[config.mk]
export PLATFORM = sky130hd
export DESIGN_NAME = jtframe_rom_resp
export DESIGN_NICKNAME = d
export VERILOG_FILES = /design/src/rtl/jtframe_sdram_pkg.sv /design/src/rtl/jtframe_rom_resp_chk.sv /design/src/rtl/jtframe_rom_resp.sv
export SDC_FILE = /design/constraint.sdc
export NUM_CORES = 1
export LEC_CHECK = 0
export ABC_AREA = 1
export BUFFER_PORTS_ARGS = -buffer_cell sky130_fd_sc_hd__buf_2
export CORE_MARGIN = 1.5
export CORE_UTILIZATION = 35
export DETAILED_ROUTE_END_ITERATION = 12
export GPL_TIMING_DRIVEN = 0
export PLACE_DENSITY = 0.68
export SLEW_MARGIN = 30
export SYNTH_ARGS = -nofsm -noshare
export SYNTH_HDL_FRONTEND = slang
export SYNTH_SLANG_ARGS = --single-unit
[constraint.sdc]
create_clock -name clk -period 2.9 [get_ports clk]
set_input_delay 0.145 -clock clk [delete_from_list [all_inputs] [get_ports clk]]
set_output_delay 0.145 -clock clk [all_outputs]
set_load 0.02 [all_outputs]
[src/rtl/jtframe_sdram_pkg.sv]
// Shared SDRAM slot types: responder FSM
// state encoding and read-latency limits.
package jtframe_sdram_pkg;

  typedef enum logic [1:0] {
    IDLE = 2'd0,
    WAIT = 2'd1,
    DST  = 2'd2,
    RDY  = 2'd3
  } rom_st_t;

  localparam int LAT_MIN = 2;
  localparam int LAT_MAX = 15;
  localparam int LAT_W   = 4;

endpackage

[src/rtl/jtframe_rom_resp_chk.sv]
// Requester protocol checker: flags a pending
// request that drops or changes address before ack.
// Ports: clk, rst, req, addr, ack in; err (sticky) out.
module jtframe_rom_resp_chk #(
  parameter int SDRAMW = 22
) (
  input  logic              clk,
  input  logic              rst,
  input  logic              req,
  input  logic [SDRAMW-1:0] addr,
  input  logic              ack,
  output logic              err
);

  logic              pend;
  logic [SDRAMW-1:0] addr_p;

  always_ff @(posedge clk or posedge rst) begin
    if (rst) begin
      pend   <= 1'b0;
      addr_p <= '0;
      err    <= 1'b0;
    end else begin
      pend   <= req && !ack;
      addr_p <= addr;
      if (pend && (!req || addr != addr_p))
        err <= 1'b1;
    end
  end

endmodule

[src/rtl/jtframe_rom_resp.sv]
// SDRAM read-slot responder backed by a
// synchronous memory with fixed ack-to-data latency.
// Ports: clk, rst; sdram_req/addr in, sdram_ack,
// data_dst, data_rdy, data_read out; hold in;
// mem_addr/mem_rd out, mem_din in; err out.
module jtframe_rom_resp
  import jtframe_sdram_pkg::*;
#(
  parameter int SDRAMW  = 22,
  parameter int AW      = 16,
  parameter int LATENCY = 4
) (
  input  logic              clk,
  input  logic              rst,
  input  logic              sdram_req,
  input  logic [SDRAMW-1:0] sdram_addr,
  output logic              sdram_ack,
  output logic              data_dst,
  output logic              data_rdy,
  output logic [15:0]       data_read,
  input  logic              hold,
  output logic [AW-1:0]     mem_addr,
  output logic              mem_rd,
  input  logic [15:0]       mem_din,
  output logic              err
);

  // out-of-range latencies are clamped
  localparam int LAT =
    (LATENCY < LAT_MIN) ? LAT_MIN :
    (LATENCY > LAT_MAX) ? LAT_MAX :
    LATENCY;

  rom_st_t          st;
  rom_st_t          st_nx;
  logic [LAT_W-1:0] cnt;
  logic [AW-1:0]    addr_q;
  logic             rd_d;
  logic [15:0]      data_q;

  assign mem_addr = addr_q;

  always_ff @(posedge clk or posedge rst) begin
    if (rst) st <= IDLE;
    else     st <= st_nx;
  end

  always_comb begin
    st_nx     = st;
    sdram_ack = 1'b0;
    data_dst  = 1'b0;
    data_rdy  = 1'b0;
    unique case (st)
      IDLE: begin
        if (sdram_req && !hold) begin
          sdram_ack = 1'b1;
          st_nx     = WAIT;
        end
      end
      WAIT: begin
        // counter hits 0 as DST is entered
        if (cnt == LAT_W'(1))
          st_nx = DST;
      end
      DST: begin
        data_dst = 1'b1;
        st_nx    = RDY;
      end
      RDY: begin
        data_rdy = 1'b1;
        st_nx    = IDLE;
      end
      default: st_nx = IDLE;
    endcase
  end

  always_ff @(posedge clk or posedge rst) begin
    if (rst) begin
      cnt       <= '0;
      addr_q    <= '0;
      mem_rd    <= 1'b0;
      rd_d      <= 1'b0;
      data_q    <= '0;
      data_read <= '0;
    end else begin
      mem_rd <= sdram_ack;
      rd_d   <= mem_rd;
      if (sdram_ack) begin
        addr_q <= sdram_addr[AW-1:0];
        cnt    <= LAT_W'(LAT - 1);
      end else if (st == WAIT) begin
        cnt <= cnt - LAT_W'(1);
      end
      if (rd_d)
        data_q <= mem_din;
      // at minimum latency the word is
      // still on mem_din during DST
      if (st == DST)
        data_read <= rd_d ? mem_din : data_q;
    end
  end

  jtframe_rom_resp_chk #(
    .SDRAMW (SDRAMW)
  ) u_chk (
    .clk  (clk),
    .rst  (rst),
    .req  (sdram_req),
    .addr (sdram_addr),
    .ack  (sdram_ack),
    .err  (err)
  );

endmodule

; ---- Yosys cells after proc, flatten, opt, wreduce, memory -nomap -nowiden
; Index checks and enable logic that the tools add are counted.
[word_totals]
register_bits = 80
inputBits = 42
output_inout_bits = 37
elab_cells = 38
[classes]
addsub = 1
eq_ne = 7
muxes = 10
reduce_logical = 10
[ops]
columns = cell, count
row1 = $ne A22 B22 Y1, 1
row2 = $mux W16, 1
row3 = $mux W4, 2
row4 = $pmux W2 S4, 1
row5 = $eq A2 B2 Y1 const B, 2
row6 = $eq A4 B1 Y1 const B, 1
row7 = $mux W1, 4
row8 = $mux W2, 2
row9 = $ne A2 B2 Y1 const B, 2
row10 = $sub A4 B1 Y4 const B, 1
row11 = $logic_and A1 B1 Y1, 3
row12 = $logic_not A1 Y1, 3
row13 = $eq A2 B1 Y1 const B, 1
row14 = $logic_not A2 Y1, 1
row15 = $reduce_and A2 Y1, 1
row16 = $reduce_bool A2 Y1, 1
row17 = $logic_or A1 B1 Y1, 1

; ---- Logic depth before layout (Yosys ltp)
[depth]
word_depth = 6
mapped_depth = 9
depth_no_buf = 9

; ---- Cells and area by module
; Synthesis repeated with hierarchy kept, for this count alone.
[hier_totals]
hier_cells = 405
hier_area_um2 = 3335.7
[by_module_without_submodules]
columns = mod, instances, cells_each, area_each_um2, seq_area_each_um2
row1 = jtframe_rom_resp, 1, 254, 2249.7, 1401.3
row2 = jtframe_rom_resp_chk, 1, 151, 1086.0, 600.6

; ---- Worst setup path after synthesis
; Ideal clock, no wire load.
[synth_timing]
path_type = reg-to-reg
start = register st[0]
end = register data_read[0]
setup_ns = 0.125
arrival_time_ns = 1.495
required_ns = 2.775
setup_slack_ns = 1.280
path_stages_with_launch = 6
path_buffers = 2
period_less_slack_ns = 1.620
cell_sequence = dfrtp_1 inv_1 ha_1 buf_2 buf_4 mux2_4
[synth_between]
elab_chain_cells = 1
[synth_rtl]
columns = element, line_no
row1 = from (decl), jtframe_rom_resp.sv:34  ; rom_st_t st;
row2 = from (signal assigned), jtframe_rom_resp.sv:45  ; else st <= st_nx;
row3 = $eq A2 B2 Y1, jtframe_rom_resp.sv:98  ; if (st == DST)
row4 = to (signal assigned), jtframe_rom_resp.sv:99  ; data_read <= rd_d ? mem_din : data_q;
row5 = to (decl), jtframe_rom_resp.sv:20  ; output logic [15:0] data_read,
; No other way between the ends.
; A chain may end at the register's enable or synchronous reset.

; ---- Final worst setup path
[layout_timing]
start = register st[0]
end = output port sdram_ack
[layout_between]
elab_chain_cells = 2
[layout_rtl]
columns = element, line_no
row1 = $logic_not A2 Y1, jtframe_rom_resp.sv:53  ; unique case (st)
row2 = $mux W1, jtframe_rom_resp.sv:53
row3 = to (decl), jtframe_rom_resp.sv:17  ; output logic sdram_ack,
; No other way between the ends.

==> results.json <==
{
  "cp_max_fo": 7,
  "coreArea_um2": 9240,
  "fin_crit_ns": 1.846,
  "tritoncts": "built",
  "grt_pass1_wl_mm": 11.76,
  "wl_mm": 7.036,
  "die_h_um": 100.5,
  "crit_required_ns": 2.76,
  "most-common-layout-cells": "nand2_1, dfrtp_1, buf_2, inv_1, dlygate4sd3_1",
  "netlist_area_um2": 3327,
  "clk_latency_ns": 0.34,
  "cp-end-kind": "output port",
  "grt_setup_unrepaired": "no",
  "start_util": 0.3601,
  "min_path_type": "primary input to register",
  "synth_seq_cells": 80,
  "grt_max_degree": 42,
  "drc": 0,
  "grt-ovfl-total": 0,
  "postLayoutCoreUtil": 0.4676,
  "final-max-slew-violation-count": 0,
  "cts_made_buffers": 9,
  "post-route-period-util": 0.6366,
  "vias": 2426,
  "ctsHoldBuffers": 23,
  "timing.fmax_ghz": 0.5416,
  "finalSetupViolCount": 0,
  "cts_resized": 0,
  "ys_top_cells_by_area": "dfrtp_1, nand2_1, mux2_4",
  "cts_sinks": 80,
  "gp_congestion": 0.7726,
  "postSynthAreaPerCell_um2": 10.60,
  "final_common_cell": "nand2_1",
  "irDropWorstVdd_mv": 0.6100,
  "die_area_um2": 10100,
  "drive_gt1_frac": 0.3032,
  "rows": 35,
  "dp_cells": 522,
  "critical_path.max_stage_delay_ns": 0.41,
  "synth_compound_area_frac": 0.03573,
  "worst_pin_slew_ns": 0.5324,
  "drtAntennaViolNets": 0,
  "synth_top_area_frac": 0.6017,
  "synth_top_area_cell": "dfrtp_1",
  "fin_cells": 561,
  "cap_violations": 0,
  "crit_path_frequent_cell": "inv_1",
  "vias_per_cell": 4.324,
  "worstPathCellList": "inv_1, ha_1, nand2_1, inv_1, buf_2",
  "drt_iter0_markers": 82,
  "ios": 79,
  "grt_usage": 0.1504,
  "worstPathArrival_ns": 1.70,
  "post_dp_cell_area_um2": 3901,
  "diodes": 0,
  "synth_top_family_by_area": "simple AND/OR/NAND/NOR gates",
  "synth_nets": 362,
  "yosys_warnings": 0,
  "worstSetupPathType": "register to output port",
  "final_area_um2": 4320,
  "maxSlewHeadroom": 0.6451,
  "synth-xor-area-share": 0.002633,
  "slowest_stage": "dfrtp_1",
  "grt_pass1_vias": 2535,
  "clk_path_buf_depth": 2,
  "io_buffers": 78,
  "synth_cell_types": 20,
  "place_hpwl_mm": 4.808,
  "post_cts_buffers": 0,
  "clock_skew_ns": 0.006204,
  "nets": 475,
  "seq_area_frac_synth": 0.6017,
  "timing_hold_violations_final": 0,
  "p_leak_nw": 2.326,
  "drtPass1Iterations": 4,
  "powerDensity_nw_per_um2": 946.3,
  "post_drt_wl_per_cell_um": 12.54,
  "syn2layout_area_growth_pct": 29.86,
  "clkTransAtPathRegs_ns": 0.08,
  "yosys.area_share.simple": 0.1358,
  "outcome": "finished clean",
  "syn_inst": 314,
  "synth.mux.area_fraction": 0.1309,
  "die_x_um": 100.5,
  "h-tree-depth": 3,
  "start_kind": "register",
  "synthAdderAreaFrac": 0.02256,
  "antenna_found_initial": 0,
  "root_buffer": "clkbuf_8"
}
==> cell type report <==
| class | instances | area [um2] |
|---|---|---|
| fillers | 873 | 4920 |
| flip-flops and latches | 80 | 2002 |
| multi-input cells | 179 | 1090 |
| repair buffers | 102 | 640.6 |
| inverters | 48 | 182.7 |
| well taps | 129 | 161.4 |
| clock buffers | 11 | 131.4 |
| clock inverters | 5 | 57.56 |
| plain buffers | 7 | 55.05 |
==> cell usage after synthesis <==
cell type and number:
o21ai_0 19, ha_1 6, mux2_4 20, or2_2 1
nand2_1 90, nand3_1 4, inv_1 48, a21oi_1 3
buf_4 1, nor2_1 19, nor4_1 1, buf_6 1
xnor2_1 1, clkbuf_1 3, mux2_2 12, a41oi_1 1
nor3_1 2, dfrtp_1 80, buf_2 1, buf_12 1
==> state kept, by name (all words and copies together) (netlist names) <==
register	flops
u_chk.addr_p	22
data_read	16
u_chk.err	1
data_q	16
mem_rd	1
cnt	4
st	2
mem_addr	16
rd_d	1
u_chk.pend	1
==> per-layer routing <==
layer | global-route usage | wire, um | up-vias
met5 | 0 | 0 | -
met4 | 0.04550 | 69 | 0
met3 | 0.05340 | 479 | 9
met2 | 0.2538 | 3365 | 77
met1 | 0.1812 | 3121 | 1149
li1 | - | - | 1191
==> kinds of logic after synthesis <==
family          after synthesis
flops                        80
compound gates               23
simple gates                117
xor+xnor                      1
buf+inv                      55
fa+ha+maj                     6
mux                          32
==> worst max-delay path, delay by kind of cell, from the launching register on <==
family	cells	cell delay, ns
and+or+nand+nor	1	0.18
adders and majority gates	1	0.21
DFF	1	0.41
buffers and inverters	3	0.56
==> stage by stage <==
step	setup TNS [ns]	worst slack, ns	hold WS, ns	power (W)
finish	0	1.054	0.04066	0.004088
global route	0	0.9010	0.02330	0.004377
CTS	0	0.9968	0.02116	0.004143
detailed placement	0	1.230	0.2285	0.003300
global placement	-15.64	-0.1980	0.2655	0.003237
floorplan	0	0.7033	0.1764	0.002824
==> report_power, final <==
| group | leakage [nW] | switching, W | total [W] | internal (W) |
|---|---|---|---|---|
| clock | 0.0856 | 0.000392 | 0.000789 | 0.000397 |
| combinational | 1.28 | 0.000861 | 0.00159 | 0.000730 |
| sequential | 0.961 | 0.000187 | 0.00171 | 0.00152 |
| total | 2.33 | 0.00144 | 0.00409 | 0.00265 |
==> worst paths after layout <==
kind | from | endpoint | slack, ns | cells past startpoint
worst min register to register | mem_rd$_DFF_PP0_ | rd_d$_DFF_PP0_ | 0.38 | 0
worst min-delay path | mem_din[13] | data_q[13]$_DFF_PP0_ | 0.04 | 2
max in group asynchronous | rst | mem_addr[3]$_DFFE_PP0P_ | 1.91 | 4
min in group asynchronous | rst | data_read[15]$_DFFE_PP0P_ | 0.39 | 3
worst max-delay path | st[0]$_DFFE_PP0P_ | sdram_ack | 1.05 | 5
worst max register to register | st[0]$_DFFE_PP0P_ | mem_addr[7]$_DFFE_PP0P_ | 1.22 | 5
No activity file was read; power rests on OpenSTA's default activity.
